File: config.mk
export PLATFORM = sky130hd
export DESIGN_NAME = add_rr_scheduler
export DESIGN_NICKNAME = d
export VERILOG_FILES = /design/src/rtl/add_rr_scheduler.sv
export SDC_FILE = /design/constraint.sdc
export NUM_CORES = 1
export LEC_CHECK = 0
export CAP_MARGIN = 20
export CORE_MARGIN = 8
export CORE_UTILIZATION = 61
export CTS_BUF_LIST = sky130_fd_sc_hd__clkbuf_8
export CTS_CLUSTER_SIZE = 40
export DETAILED_ROUTE_END_ITERATION = 16
export DONT_BUFFER_PORTS = 1
export GPL_TIMING_DRIVEN = 0
export PLACE_DENSITY = 0.75
export SYNTH_ARGS = -nofsm -noshare
export SYNTH_HDL_FRONTEND = slang
export SYNTH_SLANG_ARGS = --single-unit
File: constraint.sdc
create_clock -name clock -period 4.7 [get_ports clock]
set_input_delay 0.94 -clock clock [delete_from_list [all_inputs] [get_ports clock]]
set_output_delay 0.94 -clock clock [all_outputs]
set_load 0.01 [all_outputs]
File: src/rtl/add_rr_scheduler.sv
`default_nettype none
// ============================================================================
// Module   : add_rr_scheduler
// Purpose  : Round-robin scheduler that shares one signed two-input adder
//            among NUM_CH channels. Each channel owns an A FIFO, a B FIFO
//            (both first-word-fall-through) and an output FIFO. A ready
//            channel is granted, its A and B heads are popped together, the
//            sum is registered and pushed to that channel's output FIFO on
//            the following cycle. One sum every two cycles.
//
// Parameters
//   NUM_CH      number of channels sharing the adder (2..8, 1 allowed)
//   DATA_WIDTH  signed sample width of A, B and the sum
//
// Ports
//   clock       in   rising-edge clock
//   reset       in   asynchronous, active-low reset
//   ch_en       in   per-channel enable (0 = never granted)
//   inA_empty   in   A FIFO empty flags
//   inA_dout    in   A FIFO heads, channel c at [c*DW +: DW]
//   inA_rd_en   out  A FIFO pops, one-hot or zero
//   inB_empty   in   B FIFO empty flags
//   inB_dout    in   B FIFO heads, same packing as A
//   inB_rd_en   out  B FIFO pops, always equal to inA_rd_en
//   out_full    in   output FIFO full flags
//   out_wr_en   out  output FIFO pushes, one-hot or zero
//   out_din     out  sum, broadcast to every output FIFO
//   busy        out  high while the push cycle is in progress
//
// Configuration macro
//   ADD_RR_SCHEDULER_SAT_EN  defined   : sum saturates on signed overflow
//                            undefined : sum wraps modulo 2^DATA_WIDTH
//
// Revision : 1.0  initial release
// ============================================================================
module add_rr_scheduler #(
  parameter int NUM_CH     = 2,
  parameter int DATA_WIDTH = 32
) (
  input  logic                         clock,
  input  logic                         reset,
  input  logic [NUM_CH-1:0]            ch_en,
  input  logic [NUM_CH-1:0]            inA_empty,
  input  logic [NUM_CH*DATA_WIDTH-1:0] inA_dout,
  output logic [NUM_CH-1:0]            inA_rd_en,
  input  logic [NUM_CH-1:0]            inB_empty,
  input  logic [NUM_CH*DATA_WIDTH-1:0] inB_dout,
  output logic [NUM_CH-1:0]            inB_rd_en,
  input  logic [NUM_CH-1:0]            out_full,
  output logic [NUM_CH-1:0]            out_wr_en,
  output logic [DATA_WIDTH-1:0]        out_din,
  output logic                         busy
);

  // Channel index width; a single channel still needs a 1-bit index.
  localparam int PW  = (NUM_CH > 1) ? $clog2(NUM_CH) : 1;
  // One extra bit so rr_ptr + offset (< 2*NUM_CH) never overflows.
  localparam int PW1 = PW + 1;
  localparam logic [PW-1:0]  LAST_CH  = PW'(NUM_CH - 1);
  localparam logic [PW1-1:0] NUM_CH_W = PW1'(NUM_CH);

  typedef enum logic [0:0] {
    S_ARB   = 1'b0,
    S_WRITE = 1'b1
  } state_t;

  // --------------------------------------------------------------------------
  // State
  // --------------------------------------------------------------------------
  state_t                  state_q, state_d;
  logic [PW-1:0]           rr_ptr_q, rr_ptr_d;
  logic [PW-1:0]           gnt_q, gnt_d;
  logic [DATA_WIDTH-1:0]   sum_q, sum_d;

  // --------------------------------------------------------------------------
  // Arbitration and datapath wires
  // --------------------------------------------------------------------------
  logic [NUM_CH-1:0]       ready;
  logic [PW1-1:0]          cand;
  logic [PW-1:0]           pick;
  logic                    found;
  logic                    grant;
  logic [DATA_WIDTH-1:0]   a_sel;
  logic [DATA_WIDTH-1:0]   b_sel;
  logic [DATA_WIDTH-1:0]   sum_calc;

  // A channel is only eligible when both operands are present and the
  // result has somewhere to go; checking fullness here is what lets the
  // push cycle proceed unconditionally later.
  assign ready = ch_en & ~inA_empty & ~inB_empty & ~out_full;

  // Rotating priority search starting one past the last granted channel.
  always_comb begin
    found = 1'b0;
    pick  = '0;
    cand  = '0;
    for (int i = 1; i <= NUM_CH; i++) begin
      cand = {1'b0, rr_ptr_q} + PW1'(i);
      if (cand >= NUM_CH_W) begin
        cand = cand - NUM_CH_W;
      end
      if (!found && ready[cand[PW-1:0]]) begin
        found = 1'b1;
        pick  = cand[PW-1:0];
      end
    end
  end

  // Pops are combinational from registered state and inputs. They are also
  // gated by reset so nothing is popped while the block is held in reset.
  assign grant = reset && (state_q == S_ARB) && found;

  // Operand selection for the picked channel.
  always_comb begin
    a_sel = '0;
    b_sel = '0;
    for (int c = 0; c < NUM_CH; c++) begin
      if (pick == PW'(c)) begin
        a_sel = inA_dout[c*DATA_WIDTH +: DATA_WIDTH];
        b_sel = inB_dout[c*DATA_WIDTH +: DATA_WIDTH];
      end
    end
  end

`ifdef ADD_RR_SCHEDULER_SAT_EN
  // Sign-extend by one bit; overflow shows up as the top two bits differing.
  logic [DATA_WIDTH:0] sum_ext;

  always_comb begin
    sum_ext = {a_sel[DATA_WIDTH-1], a_sel} + {b_sel[DATA_WIDTH-1], b_sel};
    if (sum_ext[DATA_WIDTH] != sum_ext[DATA_WIDTH-1]) begin
      if (sum_ext[DATA_WIDTH]) begin
        sum_calc = {1'b1, {(DATA_WIDTH-1){1'b0}}};   // most negative
      end else begin
        sum_calc = {1'b0, {(DATA_WIDTH-1){1'b1}}};   // most positive
      end
    end else begin
      sum_calc = sum_ext[DATA_WIDTH-1:0];
    end
  end
`else
  // Two's-complement wrap: simply keep the low DATA_WIDTH bits.
  always_comb begin
    sum_calc = a_sel + b_sel;
  end
`endif

  // --------------------------------------------------------------------------
  // FSM: state register
  // --------------------------------------------------------------------------
  always_ff @(posedge clock or negedge reset) begin
    if (!reset) begin
      state_q  <= S_ARB;
      rr_ptr_q <= LAST_CH;        // channel 0 searched first after reset
      gnt_q    <= '0;
      sum_q    <= '0;
    end else begin
      state_q  <= state_d;
      rr_ptr_q <= rr_ptr_d;
      gnt_q    <= gnt_d;
      sum_q    <= sum_d;
    end
  end

  // --------------------------------------------------------------------------
  // FSM: next state
  // --------------------------------------------------------------------------
  always_comb begin
    state_d  = state_q;
    rr_ptr_d = rr_ptr_q;
    gnt_d    = gnt_q;
    sum_d    = sum_q;
    case (state_q)
      S_ARB: begin
        if (grant) begin
          state_d  = S_WRITE;
          rr_ptr_d = pick;
          gnt_d    = pick;
          sum_d    = sum_calc;
        end
      end
      S_WRITE: begin
        // The push happens this cycle regardless of input changes.
        state_d = S_ARB;
      end
      default: begin
        state_d = S_ARB;
      end
    endcase
  end

  // --------------------------------------------------------------------------
  // Outputs
  // --------------------------------------------------------------------------
  for (genvar c = 0; c < NUM_CH; c++) begin : g_ch
    assign inA_rd_en[c] = grant && (pick == PW'(c));
    assign out_wr_en[c] = (state_q == S_WRITE) && (gnt_q == PW'(c));
  end

  assign inB_rd_en = inA_rd_en;

  // sum_q only changes on a grant edge, so driving out_din straight from it
  // both presents the new sum in the push cycle and holds it afterwards.
  assign out_din = sum_q;
  assign busy    = (state_q == S_WRITE);

endmodule
`default_nettype wire
[After elaboration in Yosys (flattened, before gate mapping)]
Cells that the tools add are included.
Widths: inputs -> output; s select.
Word-level totals
  bits of input ports: 138
  logic and storage cells: 45
  register bits after elaboration: 35
  output and inout bits: 39
Operators by class
  add/sub/neg operators: 5
  multiplexer cells: 14
  reduce and logical (&&, ||, !) cells: 9
  magnitude comparators: 4
  bitwise gates (word level): 9
Operators by type and width (count)
  $mux 32: 2
  $add 32x32->32: 1
  $mux 1: 11
  $logic_and 1x1->1: 7
  $and 2x2->2: 3
  $not 2->2: 3
  $ge 2x2->1 const B: 2
  $lt 1x2->1 const B: 2
  $not 1->1: 3
  $add 1x1->2 const B: 1
  $add 1x2->2 const B: 1
  $pmux 1 s2: 1
  $reduce_and 2->1: 1
  $sub 1x1->1 const B: 2
  $logic_not 1->1: 1

[Depth between registers and ports, before layout]
Gate-level depths: netlist of the first run.
  depth in word-level cells: 13
  mapped depth: 14
  depth with buffers taken out: 12

[Least setup slack after synthesis of the first run]
No wires, ideal clock.
  path kind: input port to flip-flop
  start: in inA_empty[1]
  end: reg sum_q[22], in the netlist out_din[22]
  cell stages on the path: 14
  path buffers: 2
  arrival: 4.172 ns
  setup time: 0.133 ns
  path slack: 0.395 ns
  required time: 4.567 ns
  cell sequence: nor4b_1 > a21boi_0 > buf_2 > buf_2 > mux2_2 > ha_1 > fa_1 > a21o_1 > a221o_1 > nand3_1 > nand2_1 > a221oi_2 > xor2_1 > o21ai_0
On the way
  word-level cells in the longest chain between the ends: 12
  elaborated cells on any way between the ends: 19
  classes of those cells: add/sub (1); mux (10); bitwise (4); reduce/logical (4)
RTL lines
  start: declaration: line 43  | input logic [NUM_CH-1:0] inA_empty,
  $not 2->2 (*): line 90  | assign ready = ch_en & ~inA_empty & ~inB_empty & ~out_full;
  $and 2x2->2 (*) (3 in a row): line 90
  $mux 1 (not written as such) (2 in a row): line 102  | if (!found && ready[cand[PW-1:0]]) begin
  $mux 1: line 102
  $logic_not 1->1: line 102
  $logic_and 1x1->1: line 102
  $mux 1: line 102
  $mux 32 or $logic_and 1x1->1 (tied branches): line 118, 111
  $add 32x32->32 or $reduce_and 2->1 (tied branches)
  end signal: assignment: line 161  | sum_q <= sum_d;
  end: declaration: line 73  | logic [DATA_WIDTH-1:0] sum_q, sum_d;
Mark *: on every way between the ends. The rest lies on a longest branch, timed or not. The select of a mux whose other input is x is not followed.
A chain may end at the register's enable or synchronous reset.

[Worst setup path after layout of the first run]
Same ends and word-level chain as after synthesis.

==> impl_results.md, run 1 <==
- Number of global-route vias before repair: 3379
- Total of max-cap violations: 0
- Peak supply drop: 0.0001880 V
- Inserted Diodes: 0
- Area growth from synthesis to layout: 4.809%
- Register-to-register setup slack: 990 ps
- CTS max path bufs: 2
- Endpoint type of the worst setup path: flip-flop
- Number of sinks on the clock net: 35
- Clock root buffer master: clkbuf_8
- Count of H-tree levels built during CTS: 2
- FF+latch count, synth: 35
- Hold-fix buffer count after cts: 0
- Sequential cell area: 877.1 um^2
- Worst-case headroom to the max-slew limit: 48.08%
- Starting density of the core: 63.78%
- Number of nets in the layout: 611
- Post-Synthesis Cell Area: 3799 um^2
- Number of setup buffers added after CTS: 0
- Total vias in the final route: 3338
- Critical path class: in -> reg
- Proportion of layout cells with a drive suffix above 1: 21.27%
- Ratio of final minimum period to clock period: 93.98%
- Fmax: 0.2264 GHz
- Height of the chip: 94.92 um
- Tmin final: 4417 ps
- Worst-skew pair later-pin latency: 290 ps
- Clock-pin transition on the worst setup and hold timing paths: 70 ps
- Total power density per cell area: 289.3 nW/um^2
- Die area: 9009 um^2
- Maximum number of pins on one net before global-route repair: 37
- Overall die width: 94.92 um
- Residual overflow from global routing: 0
- Buffers added on ports: 0
- Core Footprint: 5956 um^2
- Number of failing setup endpoints in the final timing report: 0
- Number of library cell types mapped by synthesis: 57
- Final Cell Area: 3981 um^2
- Status: finished, final reports clean
- Total area of multi-input combinational cells: 2765 um^2
- Data arrival, critical path: 4570 ps
- YS warnings: 0
- Required arrival time at the worst endpoint: 4860 ps
- Register area share after synthesis: 23.09%
- Total routing usage reported by global routing: 22.57%
- Number of antenna violations at the first check in global routing: 0
- Post-synth top flop: dfrtp_1
- Syn Inst Count: 434
- Routability congestion estimate from global placement: 0.8546
- Number of top-level pins: 177
- Number of nets in the synthesized netlist: 604
- Routed Wire Length: 10670 um
- Minimum hold slack: 336.6 ps
- Top area cells in the synthesized netlist: dfrtp_1 22%, mux2_2 19%, ha_1 10%
- Static leakage: 0.001738 uW
- DRC violation total after the first TritonRoute iteration: 146
- Area post-placement: 3892 um^2
- Number of fill cells: 562
- Final setup skew: 9.277 ps
- Cell type with the highest aggregate area in the netlist: dfrtp_1
- Final-report max-slew violation count: 0
- Ratio of routed vias to standard cells: 6.456
- Number of iterations in the first detailed-routing pass: 4
- Remaining number of nets flagged by the antenna check after routing: 0
- Async set-or-reset flop fraction in the synthesized netlist: 100.0%
- Worst-path fanout max: 10
- Critical Path Start Type: input pin
- WL/cell: 20.64 um
- Area fraction of the dominant cell type after synthesis: 22.40%
- Final HPWL DP: 8914 um
- Post-Synthesis Mean Instance Area: 8.753 um^2
- Final cell utilization of the core: 66.85%
- Wire length of the first global-routing pass: 16280 um
- Final hold viol count: 0
- RSZ-0062 raised after global routing: false
- Number of enable flip-flop cells after synthesis: 0
- Post-CTS Resized: 0
- Number of buffers created by CTS: 5
- Row cnt: 28
- Worst Tran Pin Value: 770.7 ps
- Type of the most critical hold path: in -> async
- Clock tree from TritonCTS: built
- DRC Markers: 0
==> synthesized netlist by cell type, drive strengths merged (2+ instances only) <==
library cell,n
a221oi,3
or3,3
nor2,12
o211ai,2
dfrtp,34
xor2,14
a31oi,4
mux2,63
a221o,2
and2,6
o2111ai,2
o21a,3
a311o,2
buf,11
nand3,10
clkbuf,12
nand4,11
nor4,2
nand2,54
inv,7
a21boi,4
nor4b,2
o31ai,2
a21oi,38
ha,31
xnor2,11
a21o,12
mux2i,2
nor3,6
o21bai,3
a211o,2
and3,6
nor2b,5
and4,3
o21ai,38
==> worst max-delay path: stages <==
cell      delay, ps
nor4b_1         320
a21boi_2        260
clkbuf_4        250
clkbuf_4        260
mux2_2          360
ha_1            230
fa_1            400
a21o_1          210
a221o_1         400
nand3_1         130
nand2_1         170
a221oi_2        310
xor2_1          240
o21ai_0         100
==> cells by family after synthesis <==
group                    share of synthesized area, %
AO/OA/AOI/OAI                                   20.82
XOR/XNOR                                        5.764
adder cells (fa/ha/maj)                         10.74
buffers and inverters                           4.216
flip-flops                                      23.09
multiplexers                                    19.20
AND/OR/NAND/NOR                                 16.17
==> path summary, 6_finish.rpt <==
| check | cells after the start | startpoint | endpoint |
|---|---|---|---|
| hold / removal | 0 | reset | out_din[8]$_DFFE_PN0P_ |
| min in group clock | 1 | gnt_q$_DFFE_PN0P_ | gnt_q$_DFFE_PN0P_ |
| setup reg to reg | 13 | rr_ptr_q$_DFFE_PN1P_ | out_din[22]$_DFFE_PN0P_ |
| setup / recovery | 14 | inA_empty[1] | out_din[22]$_DFFE_PN0P_ |
| max in group asynchronous | 0 | reset | rr_ptr_q$_DFFE_PN1P_ |
| hold reg to reg | 1 | gnt_q$_DFFE_PN0P_ | gnt_q$_DFFE_PN0P_ |
==> state kept, by name (all words and copies together) (netlist names) <==
name	count
gnt_q	1
rr_ptr_q	1
out_din	32
busy	1
==> metrics by stage <==
step | TNS, ps | instances | setup WS, ps | total power [uW]
2_1_floorplan | 0 | 434 | 394.7 | 834.7
3_5_place_dp | -1011 | 509 | -239.9 | 952.1
5_1_grt | 0 | 517 | 78.94 | 1234
4_1_cts | 0 | 517 | 66.57 | 1157
3_3_place_gp | -945.2 | 509 | -258.3 | 937.4
6_report | 0 | 517 | 283.1 | 1152
==> per-layer routing <==
layer  vias up  global-route usage (%)  wire length (um)
met5         -                       0                 0
met4         0                   6.502               148
met3        10                   5.238               910
met2       151                   38.18              5066
met1      1549                   27.91              4547
li1       1628                       -                 -
==> area by class of cell <==
| cell class | instances | area share, % |
|---|---|---|
| tap | 75 | 2.357 |
| inverter | 7 | 0.6600 |
| clock buffer | 5 | 1.728 |
| sequential | 35 | 22.03 |
| multi-input combinational | 369 | 69.45 |
| clock inverter | 3 | 0.2828 |
| buffer | 23 | 3.488 |
==> placed cells by master, fill, tap and decap left out, types with 3 or more instances in the layout <==
| cell type | Yosys | layout |
|---|---|---|
| clkbuf_1 | 9 | 9 |
| nand2_1 | 54 | 54 |
| dfrtp_1 | 34 | 34 |
| and2_1 | 6 | 6 |
| nor2_1 | 12 | 12 |
| a21boi_0 | 4 | 3 |
| xnor2_1 | 11 | 11 |
| or3_1 | 3 | 3 |
| o21ai_0 | 38 | 38 |
| o21a_1 | 3 | 3 |
| clkbuf_8 | 2 | 7 |
| a31oi_1 | 4 | 4 |
| buf_2 | 7 | 5 |
| inv_1 | 7 | 10 |
| xor2_1 | 14 | 14 |
| buf_4 | 4 | 4 |
| mux2_2 | 63 | 63 |
| clkbuf_4 | 1 | 3 |
| nor2b_1 | 4 | 4 |
| and3_1 | 5 | 5 |
| ha_1 | 31 | 31 |
| nor3_1 | 6 | 6 |
| nand4_1 | 11 | 11 |
| nand3_1 | 9 | 9 |
| a21o_1 | 10 | 10 |
| a21oi_1 | 37 | 37 |
| o21bai_1 | 3 | 3 |
==> power breakdown <==
part	leakage [uW]	switching [uW]	internal (uW)
Sequential	0.000441	121	393
Clock	0.0000519	105	98.7
Combinational	0.00125	243	190
Total	0.00174	470	682
Power figures use the tool's default switching activity.
==> run 2: changes to the inputs <==
Settings changed: CORE_MARGIN 8 to default, PLACE_DENSITY 0.75 to 0.78.
Clock period 4.7 ns to 3.6 ns, I/O delays scaled along.
==> impl_results.md, run 2 (synthesized netlist as in run 1, its figures left out) <==
- Starting density of the core: 63.78% (unchanged)
- Post-route worst setup slack: -119.0 ps (-402.0 ps)
- Endpoint type of the worst setup path: flip-flop
- Number of buffers created by CTS: 5 (unchanged)
- Total vias in the final route: 3648 (+9.3%)
- Worst Tran Pin Value: 760.8 ps (-9.932 ps)
- Number of nets in the layout: 629 (+2.9%)
- Row cnt: 28 (unchanged)
- Number of iterations in the first detailed-routing pass: 5 (+1)
- Routed Wire Length: 11170 um (+4.6%)
- Tmin final: 3719 ps
- Clock root buffer master: clkbuf_8
- Final setup skew: 4.842 ps (-4.434 ps)
- Number of antenna violations at the first check in global routing: 0 (unchanged)
- Routability congestion estimate from global placement: 0.8535 (-0.13%)
- Number of top-level pins: 177 (unchanged)
- Status: finished with violations
- Worst-case headroom to the max-slew limit: 48.75% (+0.67 points)
- CTS max path bufs: 2 (unchanged)
- Type of the most critical hold path: in -> async
- Buffers added on ports: 0 (unchanged)
- DRC Markers: 0 (unchanged)
- Count of H-tree levels built during CTS: 2 (unchanged)
- Maximum number of pins on one net before global-route repair: 37 (unchanged)
- Number of fill cells: 428 (-24%)
- Inserted Diodes: 0 (unchanged)
- Worst-skew pair later-pin latency: 290 ps (about the same)
- Peak supply drop: 0.0002466 V (+31%)
- Worst-path fanout max: 6 (-4)
- Residual overflow from global routing: 0 (unchanged)
- Final hold viol count: 0 (unchanged)
- Critical path class: in -> reg
- Final std cells w/o fill: 535 (+3.5%)
- Setup slack after placement: -688.5 ps (-448.6 ps)
- Required arrival time at the worst endpoint: 3760 ps (-1100 ps)
- Number of global-route vias before repair: 3330 (-1.5%)
- Most common cell after layout, fill and taps aside: mux2_2
- Met1 layer usage reported by global route: 37.95% (+10 points)
- Remaining number of nets flagged by the antenna check after routing: 0 (unchanged)
- Ratio of final minimum period to clock period: 103.3%
- Ratio of routed vias to standard cells: 6.819 (+5.6%)
- Grt met3 use: 4.494% (-0.74 points)
- Overall die width: 80.92 um (-15%)
- Violations in the final reports: negative setup slack
- Fmax: 0.2689 GHz
- Post-Place Cells: 509 (unchanged)
- RSZ-0062 raised after global routing: true
- Wire length of the first global-routing pass: 15550 um (-4.5%)
- Total of max-cap violations: 0 (unchanged)
- Data arrival, critical path: 3880 ps (-690 ps)
- Total routing usage reported by global routing: 30.85% (+8.3 points)
- Final-report max-slew violation count: 0 (unchanged)
- Total power density per cell area: 380.9 nW/um^2 (+32%)
- Area growth from synthesis to layout: 19.33%
- Die area: 6547 um^2 (-27%)
- Static leakage: 0.001892 uW (+8.9%)
- Number of failing setup endpoints in the final timing report: 6 (+6)
- Final HPWL DP: 7922 um (-11%)
- Busiest metal layer after global routing: met2
- Met2 usage: 54.12% (+16 points)
- Number of flip-flops in the largest register: 32 (unchanged)
- Number of sinks on the clock net: 35 (unchanged)
- WL/cell: 20.88 um (+1.1%)
- Clock tree from TritonCTS: built
- Commonest cells after routing, fill and taps aside: 59 x mux2_2, 53 x nand2_1, 34 x dfrtp_1
- Height of the chip: 80.92 um (-15%)
- Core Footprint: 5956 um^2 (unchanged)
- DRC violation total after the first TritonRoute iteration: 228 (+56%)
- Critical Path Start Type: input pin
- Proportion of layout cells with a drive suffix above 1: 34.57% (+13 points)
- Clock-pin transition on the worst setup and hold timing paths: 80 ps (about the same)
==> run 2: layout make-up <==
cell class                 instances  area [um^2]  share of cell area, %
buffer                            21        183.9                  4.057
clock inverter                     2        35.03                 0.7728
inverter                           7        26.28                 0.5796
clock buffer                       6        82.58                  1.822
tap                               75        93.84                  2.070
sequential                        35        877.1                  19.35
multi-input combinational        369         3057                  67.43
timing repair buffer              20        177.7                  3.919
==> run 2: power by group <==
part	switching [uW]	internal, uW
Clock	148	224
Combinational	374	312
Sequential	155	513
==> run 2: what timing repair did <==
| item | in CTS | in global routing |
|---|---|---|
| endpoints found under the setup margin | 13 | 19 |
| hold buffers | 0 | 0 |
| cloned | 1 | 0 |
| pin swaps | 12 | 12 |
| buffers inserted | 10 | 9 |
| resized for setup | 22 | 53 |
==> run 2: worst paths after layout <==
kind                                       from                 endpoint  slack (ps)  depth (start not counted)
setup / recovery                   inA_empty[1]  out_din[24]$_DFFE_PN0P_        -120                         15
hold / removal                            reset   out_din[9]$_DFFE_PN0P_         120                          0
setup reg to reg           rr_ptr_q$_DFFE_PN1P_  out_din[24]$_DFFE_PN0P_         220                         14
hold reg to reg               gnt_q$_DFFE_PN0P_        gnt_q$_DFFE_PN0P_         510                          1
max in group asynchronous                 reset     rr_ptr_q$_DFFE_PN1P_        3310                          0
min in group clock            gnt_q$_DFFE_PN0P_        gnt_q$_DFFE_PN0P_         510                          1
==> run 2: per-stage QoR <==
stage	instance area (um^2)	total power (uW)	TNS, ps	util [%]	hold slack, ps
after CTS	4247	1632	-67.50	71.30	116.8
after floorplan	3862	1096	-209.1	-	424.4
final	4533	1727	-450.2	76.11	115.8
after global placement	3956	1220	-6515	66.43	425.0
after detailed placement	3956	1242	-8170	66.43	424.8
after global routing	4533	1827	-1721	76.11	103.6
==> run 2: critical path: stages <==
cell	delay [ps]
nor4b_4	270
a21boi_4	250
buf_8	170
buf_12	130
mux2_4	310
ha_4	160
fa_2	340
a21o_1	210
a221o_1	400
nand4_1	190
a211oi_2	90
buf_4	180
a31oi_4	180
xor2_2	190
o21ai_1	70
==> run 2: per-layer routing <==
layer,share of wire [%],up-vias
met3,9.3,39
met1,39,1712
met4,3.5,0
met5,0,-
met2,48,236
li1,-,1661
==> run 3: changes to the inputs <==
--- a/config.mk
+++ b/config.mk
@@ -7,5 +7,5 @@
 export LEC_CHECK = 0
 export CAP_MARGIN = 20
-export CORE_UTILIZATION = 61
+export CORE_UTILIZATION = 60
 export CTS_BUF_LIST = sky130_fd_sc_hd__clkbuf_8
 export CTS_CLUSTER_SIZE = 40
@@ -13,5 +13,5 @@
 export DONT_BUFFER_PORTS = 1
 export GPL_TIMING_DRIVEN = 0
-export PLACE_DENSITY = 0.78
+export PLACE_DENSITY = 0.77
 export SYNTH_ARGS = -nofsm -noshare
 export SYNTH_HDL_FRONTEND = slang
==> constraint.sdc (replaced) <==
create_clock -name clock -period 3.4 [get_ports clock]
set_input_delay 0.68 -clock clock [delete_from_list [all_inputs] [get_ports clock]]
set_output_delay 0.68 -clock clock [all_outputs]
set_load 0.05 [all_outputs]
==> impl_results.md, run 3 (synthesized netlist as in run 1, its figures left out) <==
- Status: finished with violations
- Violations in the final reports: negative setup slack
- Type of the most critical hold path: in -> async
- Final Cell Area: 4781 um^2 (+5.5%)
- Wire length of the first global-routing pass: 15860 um (+2.0%)
- Worst-skew pair later-pin latency: 280 ps (about the same)
- Total routing usage reported by global routing: 31.21% (+0.35 points)
- Path depth of the worst reg2reg path: 14 (unchanged)
- Total area of multi-input combinational cells: 3171 um^2 (+3.7%)
- Final cell utilization of the core: 79.34% (+3.2 points)
- Number of iterations in the first detailed-routing pass: 4 (-1)
- Final-report max-slew violation count: 0 (unchanged)
- Final setup skew: 5.357 ps (+0.5145 ps)
- Number of antenna violations at the first check in global routing: 0 (unchanged)
- Switching power share of the total: 51.15% (+12 points)
- Total power density per cell area: 464.7 nW/um^2 (+22%)
- Routability congestion estimate from global placement: 0.8504 (-0.36%)
- Worst r2r src: rr_ptr_q$_DFFE_PN1P_
- Net switching power: 1136 uW (+68%)
- Die area: 6654 um^2 (+1.6%)
- Post-Place Cells: 509 (unchanged)
- Clock-pin transition on the worst setup and hold timing paths: 70 ps (about the same)
- Sequential cell area: 877.1 um^2 (unchanged)
- Post-route worst setup slack: -286.8 ps (-167.8 ps)
- Row cnt: 28 (unchanged)
- Clock network power share: 15.4% (-6.2 points)
- WL/cell: 21.54 um (+3.2%)
- Critical Path Start Type: input pin
- Area growth from synthesis to layout: 25.86%
- Final std cells w/o fill: 546 (+2.1%)
- Clock tree from TritonCTS: built
- Worst-case headroom to the max-slew limit: 35.77% (-13 points)
- Ratio of routed vias to standard cells: 6.714 (-1.5%)
- Inserted Diodes: 0 (unchanged)
- Fmax: 0.2712 GHz
- Final HPWL DP: 7767 um (-2.0%)
- Area post-placement: 3968 um^2 (+0.28%)
- Number of buffers created by CTS: 5 (unchanged)
- Starting density of the core: 63.04% (-0.74 points)
- Met1 layer usage reported by global route: 38.32% (+0.37 points)
- Grt met3 use: 4.333% (-0.16 points)
- Number of global-route vias before repair: 3408 (+2.3%)
- Setup slack after placement: -806.3 ps (-117.8 ps)
- RSZ-0062 raised after global routing: true
- Number of nets in the layout: 640 (+1.7%)
- Worst-path fanout max: 7 (+1)
- Endpoint type of the worst setup path: flip-flop
- Critical path class: in -> reg
- Overall die width: 81.57 um (+0.81%)
- Data arrival, critical path: 3840 ps (-40 ps)
- Count of H-tree levels built during CTS: 2 (unchanged)
- Register-to-register setup slack: 40 ps (-180 ps)
- Met2 usage: 56.42% (+2.3 points)
- Number of flip-flops in the largest register: 32 (unchanged)
- Clock root buffer master: clkbuf_8
- Total vias in the final route: 3666 (+0.49%)
- Number of failing setup endpoints in the final timing report: 20 (+14)
- Peak supply drop: 0.0003627 V (+47%)
- Tmin final: 3687 ps
- DRC Markers: 0 (unchanged)
- Residual overflow from global routing: 0 (unchanged)
- Flop pwr share: 49.0% (+10 points)
- Routed Wire Length: 11760 um (+5.3%)
- Static leakage: 0.001982 uW (+4.8%)
- Most common cell after layout, fill and taps aside: mux2_2
- Number of fill cells: 402 (-6.1%)
- Remaining number of nets flagged by the antenna check after routing: 0 (unchanged)
- Crit Reg-Reg Endpoint: out_din[24]$_DFFE_PN0P_
- Worst Tran Pin Value: 961.4 ps (+200.7 ps)
- Number of sinks on the clock net: 35 (unchanged)
- Internal power: 1085 uW (+3.4%)
- Maximum number of pins on one net before global-route repair: 37 (unchanged)
- Commonest cells after routing, fill and taps aside: 56 x mux2_2, 50 x nand2_1, 34 x dfrtp_1
- Core Footprint: 6026 um^2 (+1.2%)
- Height of the chip: 81.57 um (+0.81%)
- Minimum hold slack: 80.52 ps (-35.29 ps)
- Final hold viol count: 0 (unchanged)
- Busiest metal layer after global routing: met2
- Proportion of layout cells with a drive suffix above 1: 39.92% (+5.3 points)
- Required arrival time at the worst endpoint: 3550 ps (-210 ps)
- Total of max-cap violations: 0 (unchanged)
- Buffers added on ports: 0 (unchanged)
- Number of top-level pins: 177 (unchanged)
- Combinational power share: 35.6% (-4.2 points)
- DRC violation total after the first TritonRoute iteration: 252 (+11%)
- CTS max path bufs: 2 (unchanged)
- Ratio of final minimum period to clock period: 108.4%
run 3: cell types whose count changed in the layout (fill, tap and decap cells not counted), moves of 3 or more:
cell | before | now
o21ai_0 | 27 | 22
a21oi_1 | 27 | 22
a21oi_2 | 10 | 13
mux2_2 | 59 | 56
ha_4 | 6 | 9
buf_4 | 23 | 30
o21ai_1 | 11 | 14
mux2_4 | 4 | 7
nand2_2 | 1 | 4
nand2_1 | 53 | 50
run 3: per-stage QoR:
stage / total power (uW) / TNS, ps
6_report: 2222 / -2715
5_1_grt: 2325 / -5562
4_1_cts: 2098 / -1794
3_5_place_dp: 1703 / -11860
3_3_place_gp: 1682 / -10500
2_1_floorplan: 1551 / -1778
run 3: worst max path at each step:
stage | from | to | slack [ps] | cells after the start
2_1_floorplan | inA_empty[1] | out_din[22]$_DFFE_PN0P_ | -230 | 14
3_3_place_gp | inA_empty[1] | out_din[24]$_DFFE_PN0P_ | -760 | 13
3_5_place_dp | inA_empty[1] | out_din[24]$_DFFE_PN0P_ | -810 | 13
4_1_cts | inA_empty[1] | out_din[24]$_DFFE_PN0P_ | -200 | 15
5_1_grt | inA_empty[1] | out_din[24]$_DFFE_PN0P_ | -380 | 15
6_report | inA_empty[1] | out_din[24]$_DFFE_PN0P_ | -290 | 15
run 3: metal layers:
| metal | wire, um | up-vias |
|---|---|---|
| li1 | - | 1689 |
| met1 | 4623 | 1741 |
| met2 | 5840 | 210 |
| met3 | 1019 | 26 |
| met4 | 278 | 0 |
| met5 | 0 | - |
run 3: what timing repair did:
action | CTS | global route
gates cloned | 2 | 1
pin swaps | 17 | 27
resized for setup | 44 | 61
hold buffers | 0 | 0
setup buffers | 18 | 12
setup endpoints to repair | 24 | 26
run 3: cell type report:
type                       instances  area share, %
timing repair buffer              31          6.674
clock buffer                       7          2.015
clock inverter                     1         0.1570
buffer                            21          3.978
multi-input combinational        369          66.32
tap                               75          1.963
sequential                        35          18.35
inverter                           7         0.5496
run 3: worst max-delay path, cell delays in order:
cell and delay, ps:
nor4b_4 280, a21boi_4 280, buf_12 180, buf_8 130, mux2_4 320, ha_4 170
fa_2 340, a21o_1 190, a221o_1 400, nand4_1 160, a211oi_2 80, buf_4 170
a31oi_4 180, xor2_2 180, o21ai_1 80
run 3: power by group through the flow:
| stage | sequential [uW] | combinational, uW | clock [uW] |
|---|---|---|---|
| 6_report | 1090 | 792 | 341 |
| 5_1_grt | 1100 | 869 | 357 |
| 4_1_cts | 1080 | 673 | 340 |
| 3_5_place_dp | 1090 | 610 | 0 |
| 3_3_place_gp | 1090 | 591 | 0 |
| 2_1_floorplan | 1050 | 497 | 0 |
